===== config.mk =====
export PLATFORM = sky130hd
export DESIGN_NAME = sum_node_bf16
export DESIGN_NICKNAME = d
export VERILOG_FILES = /design/src/rtl/sum_node_pkg.sv /design/src/rtl/bf16_add.sv /design/src/rtl/sum_node_bf16.sv
export SDC_FILE = /design/constraint.sdc
export NUM_CORES = 1
export LEC_CHECK = 0
export ABC_AREA = 1
export BUFFER_PORTS_ARGS = -buffer_cell sky130_fd_sc_hd__buf_2
export CORE_MARGIN = 1.5
export CORE_UTILIZATION = 25
export CTS_CLUSTER_SIZE = 10
export DETAILED_ROUTE_END_ITERATION = 8
export PLACE_DENSITY = 0.43
export RECOVER_POWER = 25
export SKIP_LAST_GASP = 1
export SLEW_MARGIN = 20
export SYNTH_ARGS = -nofsm -noshare
export SYNTH_HDL_FRONTEND = slang
export SYNTH_SLANG_ARGS = --single-unit

===== constraint.sdc =====
create_clock -name clk -period 16.4 [get_ports clk]
set_input_delay 3.28 -clock clk [delete_from_list [all_inputs] [get_ports clk]]
set_output_delay 3.28 -clock clk [all_outputs]
set_load 0.05 [all_outputs]

===== src/rtl/sum_node_pkg.sv =====
// Shared definitions for the bf16 sum node: FSM state encoding, bf16 field
// layout, special-value constants and small helpers for the max comparator.
package sum_node_pkg;

  localparam int BF16_W     = 16;
  localparam int BF16_EXP_W = 8;
  localparam int BF16_MAN_W = 7;
  localparam int BF16_BIAS  = 127;

  localparam logic [BF16_W-1:0] BF16_POS_ZERO = 16'h0000;
  localparam logic [BF16_W-1:0] BF16_NEG_INF  = 16'hFF80;
  localparam logic [BF16_W-1:0] BF16_POS_INF  = 16'h7F80;
  localparam logic [BF16_W-1:0] BF16_QNAN     = 16'h7FC0;

  typedef enum logic [1:0] {
    ST_IDLE    = 2'd0,
    ST_COLLECT = 2'd1,
    ST_REDUCE  = 2'd2,
    ST_DONE    = 2'd3
  } state_t;

  // All-ones exponent with a non-zero mantissa.
  function automatic logic bf16_is_nan(input logic [BF16_W-1:0] x);
    return (x[14:7] == 8'hFF) && (x[6:0] != 7'h00);
  endfunction

  // Maps a non-NaN bf16 to an unsigned key whose ordering matches IEEE
  // ordering, with -0 ranking just below +0.
  function automatic logic [BF16_W-1:0] bf16_order_key(input logic [BF16_W-1:0] x);
    return x[15] ? ~x : {1'b1, x[14:0]};
  endfunction

endpackage


===== src/rtl/bf16_add.sv =====
// Single-cycle combinational bf16 adder. Operands are aligned with guard,
// round and sticky bits and rounded to nearest even. Subnormal inputs and
// results flush to signed zero, exact cancellation gives +0, overflow gives
// signed infinity, and any NaN or inf + (-inf) gives the canonical quiet NaN.
module bf16_add
  import sum_node_pkg::*;
(
  input  logic [BF16_W-1:0] i_a,
  input  logic [BF16_W-1:0] i_b,
  output logic [BF16_W-1:0] o_y
);

  logic        w_sa, w_sb;
  logic [7:0]  w_ea, w_eb;
  logic [6:0]  w_ma, w_mb;
  logic        w_a_zero, w_b_zero, w_a_inf, w_b_inf, w_a_nan, w_b_nan;

  logic        w_swap, w_sl;
  logic [7:0]  w_el, w_es, w_d;
  logic [6:0]  w_ml, w_ms;
  logic [10:0] w_lfull, w_sfull, w_shifted, w_sal, w_diff, w_norm;
  logic        w_lost;
  logic [11:0] w_s12;
  logic [3:0]  w_lz;
  logic        w_found;
  logic [9:0]  w_ex;
  logic        w_rup;
  logic [8:0]  w_m9;
  logic [6:0]  w_mant;
  logic        w_cancel, w_uflow;
  logic [15:0] w_core;

  assign w_sa = i_a[15];
  assign w_sb = i_b[15];
  assign w_ea = i_a[14:7];
  assign w_eb = i_b[14:7];
  assign w_ma = i_a[6:0];
  assign w_mb = i_b[6:0];

  // A zero exponent is treated as zero whatever the mantissa (subnormal flush).
  assign w_a_zero = (w_ea == 8'h00);
  assign w_b_zero = (w_eb == 8'h00);
  assign w_a_inf  = (w_ea == 8'hFF) && (w_ma == 7'h00);
  assign w_b_inf  = (w_eb == 8'hFF) && (w_mb == 7'h00);
  assign w_a_nan  = (w_ea == 8'hFF) && (w_ma != 7'h00);
  assign w_b_nan  = (w_eb == 8'hFF) && (w_mb != 7'h00);

  // Finite, non-zero datapath: align the smaller operand, add or subtract,
  // renormalise and round to nearest even.
  always_comb begin
    w_swap    = ({w_eb, w_mb} > {w_ea, w_ma});
    w_sl      = w_swap ? w_sb : w_sa;
    w_el      = w_swap ? w_eb : w_ea;
    w_ml      = w_swap ? w_mb : w_ma;
    w_es      = w_swap ? w_ea : w_eb;
    w_ms      = w_swap ? w_ma : w_mb;
    w_d       = w_el - w_es;
    w_lfull   = {1'b1, w_ml, 3'b000};
    w_sfull   = {1'b1, w_ms, 3'b000};
    w_shifted = '0;
    w_lost    = 1'b0;
    w_s12     = '0;
    w_diff    = '0;
    w_lz      = '0;
    w_found   = 1'b0;
    w_norm    = '0;
    w_ex      = '0;
    w_cancel  = 1'b0;
    w_uflow   = 1'b0;
    w_rup     = 1'b0;
    w_m9      = '0;
    w_mant    = '0;
    w_core    = BF16_POS_ZERO;

    if (w_d > 8'd11) begin
      w_shifted = '0;
      w_lost    = 1'b1;
    end else begin
      w_shifted = w_sfull >> w_d;
      w_lost    = |(w_sfull & ((11'd1 << w_d) - 11'd1));
    end
    w_sal = {w_shifted[10:1], w_shifted[0] | w_lost};

    if (w_sa == w_sb) begin
      w_s12 = {1'b0, w_lfull} + {1'b0, w_sal};
      if (w_s12[11]) begin
        w_norm = {w_s12[11:2], w_s12[1] | w_s12[0]};
        w_ex   = {2'b00, w_el} + 10'd1;
      end else begin
        w_norm = w_s12[10:0];
        w_ex   = {2'b00, w_el};
      end
    end else begin
      w_diff = w_lfull - w_sal;
      for (int i = 10; i >= 0; i--) begin
        if (!w_found && w_diff[i]) begin
          w_lz    = 4'(10 - i);
          w_found = 1'b1;
        end
      end
      w_norm = w_diff << w_lz;
      w_ex   = {2'b00, w_el} - {6'd0, w_lz};
      if (w_diff == 11'd0) begin
        w_cancel = 1'b1;
      end else if ({2'b00, w_el} <= {6'd0, w_lz}) begin
        w_uflow = 1'b1;
      end
    end

    w_rup = w_norm[2] & (w_norm[1] | w_norm[0] | w_norm[3]);
    w_m9  = {1'b0, w_norm[10:3]} + {8'd0, w_rup};
    if (w_m9[8]) begin
      w_mant = w_m9[7:1];
      w_ex   = w_ex + 10'd1;
    end else begin
      w_mant = w_m9[6:0];
    end

    if (w_cancel) begin
      w_core = BF16_POS_ZERO;
    end else if (w_uflow) begin
      w_core = {w_sl, 15'h0000};
    end else if (w_ex >= 10'd255) begin
      w_core = {w_sl, BF16_POS_INF[14:0]};
    end else begin
      w_core = {w_sl, w_ex[7:0], w_mant};
    end
  end

  // Special operands take priority over the finite datapath.
  always_comb begin
    if (w_a_nan || w_b_nan || (w_a_inf && w_b_inf && (w_sa != w_sb))) begin
      o_y = BF16_QNAN;
    end else if (w_a_inf) begin
      o_y = {w_sa, BF16_POS_INF[14:0]};
    end else if (w_b_inf) begin
      o_y = {w_sb, BF16_POS_INF[14:0]};
    end else if (w_a_zero && w_b_zero) begin
      o_y = {w_sa & w_sb, 15'h0000};
    end else if (w_a_zero) begin
      o_y = i_b;
    end else if (w_b_zero) begin
      o_y = i_a;
    end else begin
      o_y = w_core;
    end
  end

endmodule


===== src/rtl/sum_node_bf16.sv =====
// Sum node of the probabilistic-circuit datapath. Collects the per-lane bf16
// products from the multiply chain, then reduces the enabled lanes one per
// cycle over a fixed LANES-cycle window and offers the result on a
// strobe/ack handshake.
// Optional feature: define SUM_NODE_MAX_EN to let the mode input select a
// max reduction instead of a sum; otherwise mode is ignored and no max
// comparator is built.
module sum_node_bf16
  import sum_node_pkg::*;
#(
  parameter int DW    = 16,
  parameter int LANES = 6
) (
  input  logic                clk,
  input  logic                rst,
  input  logic [LANES*DW-1:0] products,
  input  logic [LANES-1:0]    prod_stbs,
  input  logic [LANES-1:0]    lane_en,
  input  logic                mode,
  output logic                in_ready,
  output logic [DW-1:0]       sum,
  output logic                sum_stb,
  input  logic                sum_ack
);

  localparam int              IW       = (LANES > 1) ? $clog2(LANES) : 1;
  localparam logic [IW-1:0]   LAST_IDX = IW'(LANES - 1);

  state_t           r_state;
  logic [LANES-1:0] r_en;
  logic [LANES-1:0] r_cap;
  logic [DW-1:0]    r_lane [LANES];
  logic [DW-1:0]    r_acc;
  logic [IW-1:0]    r_idx;
  logic [DW-1:0]    r_sum;
  logic             r_stb;

  logic [LANES-1:0] w_hit;
  logic [LANES-1:0] w_new;
  logic [LANES-1:0] w_take;
  logic [DW-1:0]    w_lane;
  logic [DW-1:0]    w_add_y;
  logic [DW-1:0]    w_step;
  logic [DW-1:0]    w_init_idle;
  logic [DW-1:0]    w_init_col;

  // IDLE considers only lanes enabled by the live lane_en; COLLECT uses the
  // latched enables and skips lanes that already hold a product.
  assign w_hit  = prod_stbs & lane_en;
  assign w_new  = prod_stbs & r_en & ~r_cap;
  assign w_take = (r_state == ST_IDLE)    ? w_hit :
                  (r_state == ST_COLLECT) ? w_new : '0;

  assign w_lane = r_lane[r_idx];

  bf16_add u_add (
    .i_a (r_acc),
    .i_b (w_lane),
    .o_y (w_add_y)
  );

`ifdef SUM_NODE_MAX_EN
  logic          r_mode;
  logic [DW-1:0] w_max_y;

  // Max of accumulator and current lane in IEEE order; NaN poisons the result.
  always_comb begin
    if (bf16_is_nan(r_acc) || bf16_is_nan(w_lane)) begin
      w_max_y = BF16_QNAN;
    end else if (bf16_order_key(w_lane) > bf16_order_key(r_acc)) begin
      w_max_y = w_lane;
    end else begin
      w_max_y = r_acc;
    end
  end

  assign w_step      = r_mode ? w_max_y : w_add_y;
  assign w_init_idle = mode   ? BF16_NEG_INF : BF16_POS_ZERO;
  assign w_init_col  = r_mode ? BF16_NEG_INF : BF16_POS_ZERO;

  // The operation's mode is frozen at the first capture.
  always_ff @(posedge clk or negedge rst) begin
    if (!rst) begin
      r_mode <= 1'b0;
    end else if ((r_state == ST_IDLE) && (|w_hit)) begin
      r_mode <= mode;
    end
  end
`else
  logic w_unused_mode;

  assign w_unused_mode = mode;
  assign w_step        = w_add_y;
  assign w_init_idle   = BF16_POS_ZERO;
  assign w_init_col    = BF16_POS_ZERO;
`endif

  // Lane product registers: load each lane on its accepted strobe only.
  always_ff @(posedge clk or negedge rst) begin
    if (!rst) begin
      for (int i = 0; i < LANES; i++) begin
        r_lane[i] <= '0;
      end
    end else begin
      for (int i = 0; i < LANES; i++) begin
        if (w_take[i]) begin
          r_lane[i] <= products[i*DW +: DW];
        end
      end
    end
  end

  // Control FSM: capture, fixed-length reduction, then hold the result
  // until downstream acknowledges it.
  always_ff @(posedge clk or negedge rst) begin
    if (!rst) begin
      r_state <= ST_IDLE;
      r_en    <= '0;
      r_cap   <= '0;
      r_acc   <= BF16_POS_ZERO;
      r_idx   <= '0;
      r_sum   <= BF16_POS_ZERO;
      r_stb   <= 1'b0;
    end else begin
      case (r_state)
        ST_IDLE: begin
          if (|w_hit) begin
            r_en  <= lane_en;
            r_cap <= w_hit;
            r_acc <= w_init_idle;
            r_idx <= '0;
            if (w_hit == lane_en) begin
              r_state <= ST_REDUCE;
            end else begin
              r_state <= ST_COLLECT;
            end
          end
        end
        ST_COLLECT: begin
          r_cap <= r_cap | w_new;
          if ((r_cap | w_new) == r_en) begin
            r_acc   <= w_init_col;
            r_idx   <= '0;
            r_state <= ST_REDUCE;
          end
        end
        ST_REDUCE: begin
          if (r_en[r_idx]) begin
            r_acc <= w_step;
          end
          if (r_idx == LAST_IDX) begin
            r_state <= ST_DONE;
          end else begin
            r_idx <= r_idx + IW'(1);
          end
        end
        ST_DONE: begin
          if (!r_stb) begin
            r_sum <= r_acc;
            r_stb <= 1'b1;
          end else if (sum_ack) begin
            r_stb   <= 1'b0;
            r_cap   <= '0;
            r_en    <= '0;
            r_state <= ST_IDLE;
          end
        end
        default: begin
          r_state <= ST_IDLE;
        end
      endcase
    end
  end

  assign in_ready = (r_state == ST_IDLE) || (r_state == ST_COLLECT);
  assign sum      = r_sum;
  assign sum_stb  = r_stb;

endmodule

==> impl_metrics.csv <==
group,metric,value,unit
status,status,"complete, but fails checks",
status,violations,"capacitance limit, slew limit",
synth,syn_area_per_cell,6.86,um^2
cts,cts_setup_buffers,0,
route,drt_iter0_markers,656,
global_routing,antenna_found_initial,15,
synth,synth_area_leaders,"dfrtp_1, nand2_1, inv_1",
timing,relSlewSlack,-191,%
setup_path,critical_path.max_fanout,25,
timing,worst_slew_pin_slew,4.36,ns
cts,h-tree-depth,4,
layout,regArea,3650,um^2
synth,synth_top_area_share,31.6,%
die,initial_core_util,25.4,%
timing,period_share,68.7,%
setup_path,required,16.73,ns
layout,multi_input_area,6800,um^2
placed_design,dp_hpwl,29700,um
layout,stdcell_count,2405,
synth,ys_top_cells_by_count,"nand2_1, inv_1, o21ai_0",
cts,clk_pin_slew,0.06,ns
route,ant_nets,0,
die,row_count,78,
global_routing,grt_use_total,16.4,%
synth,syn_area,11600,um^2
synth,yosys_warnings,0,
layout,drive_gt1_share,16.1,%
die,die_w,218,um
global_routing,grt_overflow,0,
timing,fmax,88.7,MHz
synth,synth.most_common_cell,"nand2_1",
route,drt_first_pass_iters,6,
placed_design,placed_cells,2367,
global_routing,grt_max_degree,76,
synth,synth_edf_count,0,
timing,finalHoldViolCount,0,
cts,cts-root-buf,"clkbuf_16",
layout,n_fill_cell,5092,
die,dieHeight,218,um
route,drc_errors,0,
die,dieArea,47600,um^2
synth,synth.largest_area_cell,"dfrtp_1",
layout,area_growth,16.3,%
global_routing,first_global_vias,11160,
route,wl,38200,um
layout,layout.nets,1948,
cts,cts.sinks,146,
cts,cts_resized,0,
synth,ys.flop_type,"dfrtp_1",
hold_path,hold_path_class,"reg2reg",
route,dr_total_vias,11440,
synth,yosysSeqAreaShare,31.6,%
die,core,45500,um^2
placed_design,io_buffers,128,
setup_path,endpoint_kind,"flip-flop",
setup_path,path_common_cell,"nand2_1",
synth,ys_types,60,
synth,synth_fp_nets,1848,
setup_path,critPathArrivalTime,11.60,ns
cts,clk_latency,0.43,ns
setup_path,cp_slowest_stage_delay,0.71,ns
setup_path,startpoint_type,"flip-flop",
die,io-pin-count,130,
cts,cts_hold_buf,0,
setup_path,critical_path_class,"reg2reg",
synth,ys_seq_elements,146,
timing,period_needed,11.27,ns
timing,totalNegativeSetupSlack,0,ns
route,avgRoutedWirePerCell,15.9,um
placed_design,place_congestion,0.872,
timing,setup_viol,0,
setup_path,crit_slowest_cell,"a32oi_1",
global_routing,grt_pass1_wl,61500,um
timing,fin_skew,0.0112,ns
synth,synth_cells,1686,
route,viasPerCell,4.76,
timing,rsz0062_at_grt,"false",
cts,cts_tree,"yes",
synth,synthArstFlopShare,100,%
cts,cts_made_buffers,17,
job,maxCapViolations,1,
cts,clock_path_buffers,2,
timing,maxSlewViolCount,76,
cell usage in the layout, fill, tap and decap left out, drive strengths merged, types with 22 or more instances in the layout:
cell type / count
inv: 225
dfrtp: 146
o21ai: 163
nand2: 506
buf: 138
ha: 48
mux2: 45
a21oi: 84
nor2: 108
nand3: 128
nand4: 40
xor2: 22
kinds of logic after synthesis:
kind of cell / Yosys count / synth area share [%]
AO/OA/AOI/OAI: 311 / 15.1
flip-flops: 146 / 31.6
adder cells (fa/ha/maj): 50 / 5.54
AND/OR/NAND/NOR: 819 / 31.5
XOR/XNOR: 26 / 2.10
buffers and inverters: 289 / 9.84
multiplexers: 45 / 4.38
final cells by class:
type	instances	share of cell area (%)
antenna	7	0.130
multi-input combinational	1251	50.6
inverter	231	6.45
clock inverter	12	1.53
tap	600	5.58
sequential	146	27.2
timing repair buffer	139	5.37
clock buffer	19	3.22
flip-flops by register name (all words and copies together), names as in the netlist:
signal / flops
sum_stb: 1
r_en: 6
r_cap: 6
r_state: 2
r_idx: 3
r_acc: 16
sum: 16
r_lane: 96
metrics by stage:
stage	setup WS [ns]	util [%]	cell area, um^2	hold WS, ns
3_5_place_dp	5.10	28.2	12800	0.468
6_report	5.13	29.6	13500	0.480
5_1_grt	3.69	29.6	13400	0.502
3_3_place_gp	5.22	28.2	12800	0.466
4_1_cts	5.06	29.6	13400	0.486
2_1_floorplan	7.71	-	11600	0.449
final timing paths:
path | from | endpoint | slack, ns | depth (start not counted)
setup reg to reg | r_idx[2]$_DFFE_PN0P_ | r_acc[1]$_DFFE_PN0P_ | 5.13 | 58
max in group asynchronous | rst | r_idx[0]$_DFFE_PN0P_ | 9.24 | 1
setup / recovery | r_idx[2]$_DFFE_PN0P_ | r_acc[1]$_DFFE_PN0P_ | 5.13 | 58
min in group asynchronous | rst | r_cap[1]$_DFFE_PN0P_ | 4.38 | 1
hold reg to reg | sum[14]$_DFFE_PN0P_ | sum[14]$_DFFE_PN0P_ | 0.48 | 2
hold / removal | sum[14]$_DFFE_PN0P_ | sum[14]$_DFFE_PN0P_ | 0.48 | 2
critical path: cells and delay by family, from the launching register on:
family	cells	cell delay, ns
compound gates	6	1.92
simple gates	40	5.77
fa+ha+maj	4	1.37
buf+inv	7	1.31
xor+xnor	1	0.34
flops	1	0.42
per-layer routing:
layer  routed length [um]  global-route usage, %
met3                 1750                   3.24
met5                   90                      0
met1                18200                   22.1
met4                  401                   3.13
met2                17800                   27.2
Power is not shown: default switching activity piles up to over one toggle a cycle in this logic, so the estimate is an artifact.
